File: src/rtl/spi_cmd_master.sv
// SPI mode-0 initiator for a one-byte command / one-byte response exchange.
// Optional response check enabled with `define RSP_CHECK_EN.
module spi_cmd_master #(
    parameter int CLK_DIV    = 4,
    parameter int GAP_CYCLES = 16,
    parameter int NCS_IDLE   = 8
) (
    input  logic       clk,
    input  logic       rst,
    input  logic       start,
    input  logic [7:0] cmd,
    output logic       busy,
    output logic       done,
    output logic [7:0] rsp,
    output logic       err,
    output logic       sck,
    output logic       mosi,
    input  logic       miso,
    output logic       ncs
);
    localparam int MAX1 = (CLK_DIV > GAP_CYCLES) ? CLK_DIV : GAP_CYCLES;
    localparam int MAXV = (MAX1 > NCS_IDLE) ? MAX1 : NCS_IDLE;
    localparam int CW   = $clog2(MAXV + 1);
    localparam logic [CW-1:0] L_ONE  = CW'(1);
    localparam logic [CW-1:0] L_DIV  = CW'(CLK_DIV - 1);
    localparam logic [CW-1:0] L_GAP  = CW'(GAP_CYCLES - 1);
    localparam logic [CW-1:0] L_IDLE = CW'(NCS_IDLE - 1);

    typedef enum logic [2:0] {
        S_IDLE, S_SETUP, S_CMD, S_GAP, S_RSP, S_HOLD, S_DONE
    } state_t;

    state_t        r_state, w_state;
    logic [CW-1:0] r_cnt, w_cnt;
    logic [3:0]    r_tog, w_tog;
    logic [7:0]    r_sh, r_rx, r_rsp;
    logic          r_sck, r_mosi, r_ncs, r_busy, r_done;
    logic          w_sck, w_mosi, w_ncs, w_busy, w_done;
    logic          w_accept, w_shift, w_sample;

    // Pin values are decoded from the current state and registered, so every
    // output lags the state by one cycle; r_cnt doubles as the idle counter.
    always_comb begin
        w_state  = r_state;
        w_cnt    = r_cnt;
        w_tog    = r_tog;
        w_accept = 1'b0;
        w_shift  = 1'b0;
        w_sck    = 1'b0;
        w_mosi   = 1'b0;
        w_ncs    = 1'b0;
        w_busy   = 1'b1;
        w_done   = 1'b0;
        case (r_state)
            S_IDLE: begin
                w_ncs  = 1'b1;
                w_busy = 1'b0;
                if (r_cnt != '0) begin
                    w_cnt = r_cnt - L_ONE;
                end else if (start) begin
                    w_accept = 1'b1;
                    w_state  = S_SETUP;
                    w_cnt    = L_DIV;
                end
            end
            S_SETUP: begin
                w_mosi = r_sh[7];
                if (r_cnt == '0) begin
                    w_state = S_CMD;
                    w_cnt   = L_DIV;
                    w_tog   = 4'd0;
                end else begin
                    w_cnt = r_cnt - L_ONE;
                end
            end
            S_CMD: begin
                w_sck  = ~r_tog[0];
                w_mosi = r_sh[7];
                if (r_cnt == '0) begin
                    if (r_tog == 4'd15) begin
                        w_state = S_GAP;
                        w_cnt   = L_GAP;
                    end else begin
                        w_tog   = r_tog + 4'd1;
                        w_cnt   = L_DIV;
                        w_shift = ~r_tog[0];
                    end
                end else begin
                    w_cnt = r_cnt - L_ONE;
                end
            end
            S_GAP: begin
                if (r_cnt == '0) begin
                    w_state = S_RSP;
                    w_cnt   = L_DIV;
                    w_tog   = 4'd0;
                end else begin
                    w_cnt = r_cnt - L_ONE;
                end
            end
            S_RSP: begin
                w_sck = ~r_tog[0];
                if (r_cnt == '0) begin
                    w_cnt = L_DIV;
                    if (r_tog == 4'd15) w_state = S_HOLD;
                    else                w_tog   = r_tog + 4'd1;
                end else begin
                    w_cnt = r_cnt - L_ONE;
                end
            end
            S_HOLD: begin
                if (r_cnt == '0) w_state = S_DONE;
                else             w_cnt   = r_cnt - L_ONE;
            end
            S_DONE: begin
                w_ncs   = 1'b1;
                w_busy  = 1'b0;
                w_done  = 1'b1;
                w_state = S_IDLE;
                w_cnt   = L_IDLE;
            end
            default: w_state = S_IDLE;
        endcase
        w_sample = (r_state == S_RSP) && w_sck && !r_sck;
    end

    always_ff @(posedge clk) begin
        if (rst) begin
            r_state <= S_IDLE;
            r_cnt   <= '0;
            r_tog   <= '0;
            r_sh    <= '0;
            r_rx    <= '0;
            r_rsp   <= '0;
            r_sck   <= 1'b0;
            r_mosi  <= 1'b0;
            r_ncs   <= 1'b1;
            r_busy  <= 1'b0;
            r_done  <= 1'b0;
        end else begin
            r_state <= w_state;
            r_cnt   <= w_cnt;
            r_tog   <= w_tog;
            r_sck   <= w_sck;
            r_mosi  <= w_mosi;
            r_ncs   <= w_ncs;
            r_busy  <= w_busy;
            r_done  <= w_done;
            if (w_accept)     r_sh <= cmd;
            else if (w_shift) r_sh <= {r_sh[6:0], 1'b0};
            if (w_sample)     r_rx <= {r_rx[6:0], miso};
            if (w_done)       r_rsp <= r_rx;
        end
    end

`ifdef RSP_CHECK_EN
    logic [7:0] r_cmd;
    logic       r_err;
    always_ff @(posedge clk) begin
        if (rst) begin
            r_cmd <= '0;
            r_err <= 1'b0;
        end else begin
            if (w_accept) r_cmd <= cmd;
            if (w_done)
                r_err <= !((r_cmd == 8'h06 && r_rx == 8'hD4) ||
                           (r_cmd == 8'hAA && r_rx == 8'hC4));
        end
    end
    assign err = r_err;
`else
    assign err = 1'b0;
`endif

    assign busy = r_busy;
    assign done = r_done;
    assign rsp  = r_rsp;
    assign sck  = r_sck;
    assign mosi = r_mosi;
    assign ncs  = r_ncs;
endmodule

File: config.mk
export PLATFORM = sky130hd
export DESIGN_NAME = spi_cmd_master
export DESIGN_NICKNAME = d
export VERILOG_FILES = /design/src/rtl/spi_cmd_master.sv
export SDC_FILE = /design/constraint.sdc
export NUM_CORES = 1
export LEC_CHECK = 0
export CORE_MARGIN = 2
export CORE_UTILIZATION = 50
export DETAILED_ROUTE_END_ITERATION = 10
export PLACE_DENSITY = 0.75
export SYNTH_ARGS = -nofsm -noshare
export SYNTH_HDL_FRONTEND = slang
export SYNTH_SLANG_ARGS = --single-unit
File: constraint.sdc
create_clock -name clk -period 5.36 [get_ports clk]
set_clock_uncertainty 0.2 [all_clocks]
set_input_delay 0.536 -clock clk [delete_from_list [all_inputs] [get_ports clk]]
set_output_delay 0.536 -clock clk [all_outputs]
set_load 0.01 [all_outputs]
Word level (Yosys, flattened, before mapping)
Cells that the tools add are included.
- register bits: 41
- input port bits: 12
- output and inout bits: 14
- word-level logic and storage cells: 87
- add/sub/neg operators: 2
- equality and inequality tests: 21
- muxes and demuxes: 33
- bitwise logic cells: 2
- reduce and logical (&&, ||, !) cells: 18
- operators by type and width (kind ; number):
    $mux W3 ; 9
    $mux W5 ; 5
    $pmux W5 S5 ; 1
    $ne A2 B2 Y1 const B ; 11
    $pmux W3 S6 ; 1
    $mux W4 ; 4
    $mux W8 ; 2
    $mux W1 ; 10
    $reduce_bool A5 Y1 ; 2
    $reduce_or A2 Y1 ; 5
    $eq A3 B3 Y1 const B ; 3
    $reduce_and A9 Y1 ; 1
    $pmux W4 S2 ; 1
    $eq A3 B2 Y1 const B ; 2
    $logic_not A5 Y1 ; 1
    $sub A5 B1 Y5 const B ; 1
    $add A4 B1 Y4 const B ; 1
    $eq A4 B4 Y1 const B ; 1
    $ne A2 B1 Y1 const B ; 2
    $reduce_and A4 Y1 ; 1
    $reduce_bool A2 Y1 ; 2
    $eq A3 B1 Y1 const B ; 1
    $logic_not A3 Y1 ; 1
    $ne A3 B3 Y1 const B ; 1
    other kinds (5) ; 7

Depth between registers and ports, before layout
- word-level depth: 6
- mapped depth: 8
- gate-level depth less buffers: 7

Worst setup path before layout
No wires, ideal clock.
- path kind: register -> register
- start point: register r_cnt[0]
- end point: register r_sh[0]
- library setup time: 128 ps
- arrival: 1939 ps
- setup slack: 3093 ps
- stages on the path, launching flop included: 9
- cells stage by stage: dfxtp_1 -> inv_1 -> ha_1 -> or4b_4 -> buf_6 -> nor4_4 -> nor2_1 -> a22oi_1 -> nor2_1
- longest elaborated chain between the ends: 4
- elaborated cells on any way between the ends: 8
- those cells by class: 5 x mux; 3 x reduce/logical
- RTL lines (item ; line ; source):
    start, declared ; 34 ; logic [CW-1:0] r_cnt, w_cnt;
    start signal, assigned ; 142 ; r_cnt <= w_cnt;
    $reduce_bool A5 Y1 / $logic_not A5 Y1 (equally long branches) ; 58, 79 ;
    $mux W1, on equally long branches ; 58, 79 ;
    $mux W1 ; 54 ; case (r_state)
    $mux W8 / $reduce_bool A2 Y1 (equally long branches) ; -- ;
    end signal, assigned ; 149 ; if (w_accept) r_sh <= cmd;
    end signal, assigned ; 150 ; else if (w_shift) r_sh <= {r_sh[6:0], 1'b0};
    end, declared ; 36 ; logic [7:0] r_sh, r_rx, r_rsp;
Several ways; a longest one is shown, not always the timed one.
A chain may end at the register's enable or synchronous reset.

Worst setup path after layout
- start point: register r_cnt[0]
- end point: register r_tog[1]
- longest elaborated chain between the ends: 3
- elaborated cells on any way between the ends: 4
- those cells by class: 2 x eq/ne; 2 x reduce/logical
- RTL lines (item ; line ; source):
    $logic_not A5 Y1 * ; -- ;
    $ne A2 B1 Y1 (no source line) ; -- ;
    $reduce_and A4 Y1 (no source line) * ; -- ;
    end signal, assigned ; 143 ; r_tog <= w_tog;
    end, declared ; 35 ; logic [3:0] r_tog, w_tog;
Every way passes the cells marked *; elsewhere a longest branch is shown, timed or not.

==> summary.md <==
| Metric | Value |
|---|---|
| Hold bufs inserted after CTS | 0 |
| ANT nets after route | 0 |
| First-pass GRT wire length | 6220 um |
| Drc violations | 0 |
| Area growth syn-to-layout | 17.0% |
| Clock slew at reported path FFs | 80 ps |
| Max Freq | 0.389 GHz |
| Worst-path cell with the longest stage delay | nor4b_2 |
| Syn_nets | 234 |
| Area of the die | 4270 um2 |
| Post-cts resize count | 0 |
| Post-Synthesis Cells | 219 |
| Cell Count, Final, Fillers Out | 285 |
| Most common library cells after synthesis | dfxtp_1, nor2_1, a21oi_1 |
| Largest net degree at the start of global routing | 39 |
| Post-DP HPWL | 2400 um |
| Post-synth EDFFs | 0 |
| Synthesized flop and latch total | 41 |
| Worst Setup Start Kind | flip-flop |
| Final hold violation count | 0 |
| Crit end category | flip-flop |
| Count leader, synth | dfxtp_1 |
| Sequential power share | 47.1% |
| Sw Share | 34.4% |
| Number of diodes | 0 |
| Router iterations before antenna repair | 4 |
| Maxcap violations | 0 |
| Clock power share | 24.5% |
| Status | finished clean |
| Setup TNS | 0 ps |
| DR iter-0 viols | 110 |
| Max Root-Sink Buffers | 2 |
| FFs w/ async S/R, synth | 0% |
| CP Depth | 6 |
| Overall routing resource usage | 18.7% |
| Peak supply drop | 268 uV |
| Synth Warn # | 0 |
| Hold WC Path Type | reg2reg |
| Combinational share of power | 28.4% |
| H-tree depth | 2 |
| Starting density of the core | 51.8% |
| Fillers | 334 |
| Die X | 65.4 um |
| P_leak | 0.807 nW |
| Int Pwr | 0.541 mW |
| Buffers & Inverters on Critical Path | 1 |
| Vias in the first global route | 1364 |
| Ports | 26 |
| Core area | 3630 um2 |
| Drt total wl | 3700 um |
| Yosys cell types | 42 |
| Worst-Skew Late Latency | 300 ps |
| Synth Flop Type | dfxtp_1 |
| Clock sinks | 41 |
| Setup Fix Bufs, Post-CTS | 0 |
| Largest cells by area after synthesis | dfxtp_1, mux2i_1, nor2_1 |
| WL/cell | 13.0 um |
| CP max FO | 9 |
| CTS tree | yes |
| Die H | 65.4 um |
| Clock root buffer | clkbuf_8 |
| Synth top area share | 43.6% |
| Worst reg2reg path depth | 6 |
| Dpl cells | 277 |
| Num CTS Buffers | 5 |
| Vias | 1548 |
| Fin crit period | 2570 ps |
| Crit path cell chain | inv_1, ha_1, nor4b_2, nand4_1, or4b_1, a21oi_1 |
| Power density cells | 375 nW/um2 |
| Vias per cell | 5.43 |
| GR Overflow Total | 0 |
| Layout cells sized above 1 | 5.91% |
| Row count | 22 |
| Syn Area/Cell | 8.59 um2 |
| Tcrit/Tclk final | 47.9% |
| Crit path kind | reg2reg |
| Final #Nets | 251 |
| CP required | 5390 ps |
| Yosys top cell by area | dfxtp_1 |
| Top delay family on crit path | simple AND/OR/NAND/NOR gates |
| Final Slew Violations | 0 |
| Arr. time, crit path | 2600 ps |
| Hold Path Depth | 2 |
| Least-Margin Pin Slew | 1070 ps |
| Worst setup margin | 2790 ps |
| Final setup vio count | 0 |
| Routability cong. | 0.829 |
| Worst slew margin | 28.5% |
| RSZ-0062 raised after global routing | false |
| Initial antenna violation count | 0 |
| Mapped cell area | 1880 um2 |
| Place WS | 2820 ps |
| Port Buf Inserts | 24 |
| Post-synthesis sequential area ratio | 43.6% |
| CP peak stage delay | 620 ps |
| P_sw | 0.283 mW |
==> registers in the layout (all words and copies together) (netlist names) <==
signal	count
r_rx	8
r_sh	8
rsp	8
r_cnt	5
r_tog	4
r_state	3
busy	1
done	1
mosi	1
ncs	1
sck	1
==> through the flow <==
step	utilization (%)	instance area [um2]	hold slack [ps]	power [mW]
floorplan	-	1880	232	0.588
global placement	58.2	2110	243	0.625
detailed placement	58.2	2110	243	0.629
CTS	60.6	2200	257	0.830
global route	60.6	2200	274	0.880
finish	60.6	2200	255	0.825
==> per-layer routing <==
layer  up-vias  part of all wire (%)  global-route usage (%)
met2        25                    45                    28.6
met1       714                    51                    25.6
met4         0                  0.65                    7.03
met3         4                   3.4                    4.62
met5         -                     0                       0
li1        805                     -                       -
==> cell families (layout without fill, tap and decap cells) <==
kind of cell | after synthesis | count (layout) | share of synthesized area, %
buffers and inverters | 20 | 38 | 4.99
AND/OR/NAND/NOR | 88 | 88 | 23.9
AO/OA/AOI/OAI | 47 | 47 | 15.5
XOR/XNOR | 4 | 4 | 1.86
other | 1 | 1 | 0.199
multiplexers | 15 | 15 | 7.98
flip-flops | 41 | 41 | 43.6
adder cells (fa/ha/maj) | 3 | 3 | 1.99
==> worst register-to-register path, cell delays in order, from the launching register on <==
cell	delay, ps
dfxtp_1	340
inv_1	80
ha_1	160
nor4b_2	620
nand4_1	400
or4b_1	570
a21oi_1	140
==> layout make-up <==
cell class	instances	area, um2	area share, %
Multi-Input combinational cell	158	967	43.9
Sequential cell	41	821	37.3
Timing Repair Buffer	25	248	11.3
Clock buffer	6	72.6	3.30
Tap cell	48	60.1	2.73
Inverter	5	18.8	0.852
Clock inverter	2	15.0	0.682
==> power groups by stage <==
stage	registers, mW	clock network [mW]	logic, mW
after floorplan	0.373	0	0.215
after global placement	0.394	0	0.231
after detailed placement	0.394	0	0.235
after CTS	0.388	0.206	0.236
after global routing	0.396	0.222	0.262
final	0.389	0.202	0.234
==> cell usage in the layout, fill, tap and decap left out, drive strengths merged, types with 2 or more instances in the layout <==
cell type,n
a211oi,8
dfxtp,41
nand2,20
clkbuf,6
inv,5
a22oi,5
mux2i,15
nor4,3
clkdlybuf4s50,24
nor2b,4
xor2,2
ha,3
nor2,30
nor4b,2
o21ai,4
nand3,12
nor3,6
a21oi,21
clkinvlp,2
a21o,3
xnor2,2
or3,2
or4b,2
==> worst paths after layout <==
check	start	to	slack, ps
hold reg to reg	rsp[0]	rsp[0]	260
setup / recovery	r_cnt[0]	r_tog[1]	2790
setup reg to reg	r_cnt[0]	r_tog[1]	2790
hold / removal	rsp[0]	rsp[0]	260
(Power assumes the default switching activity.)
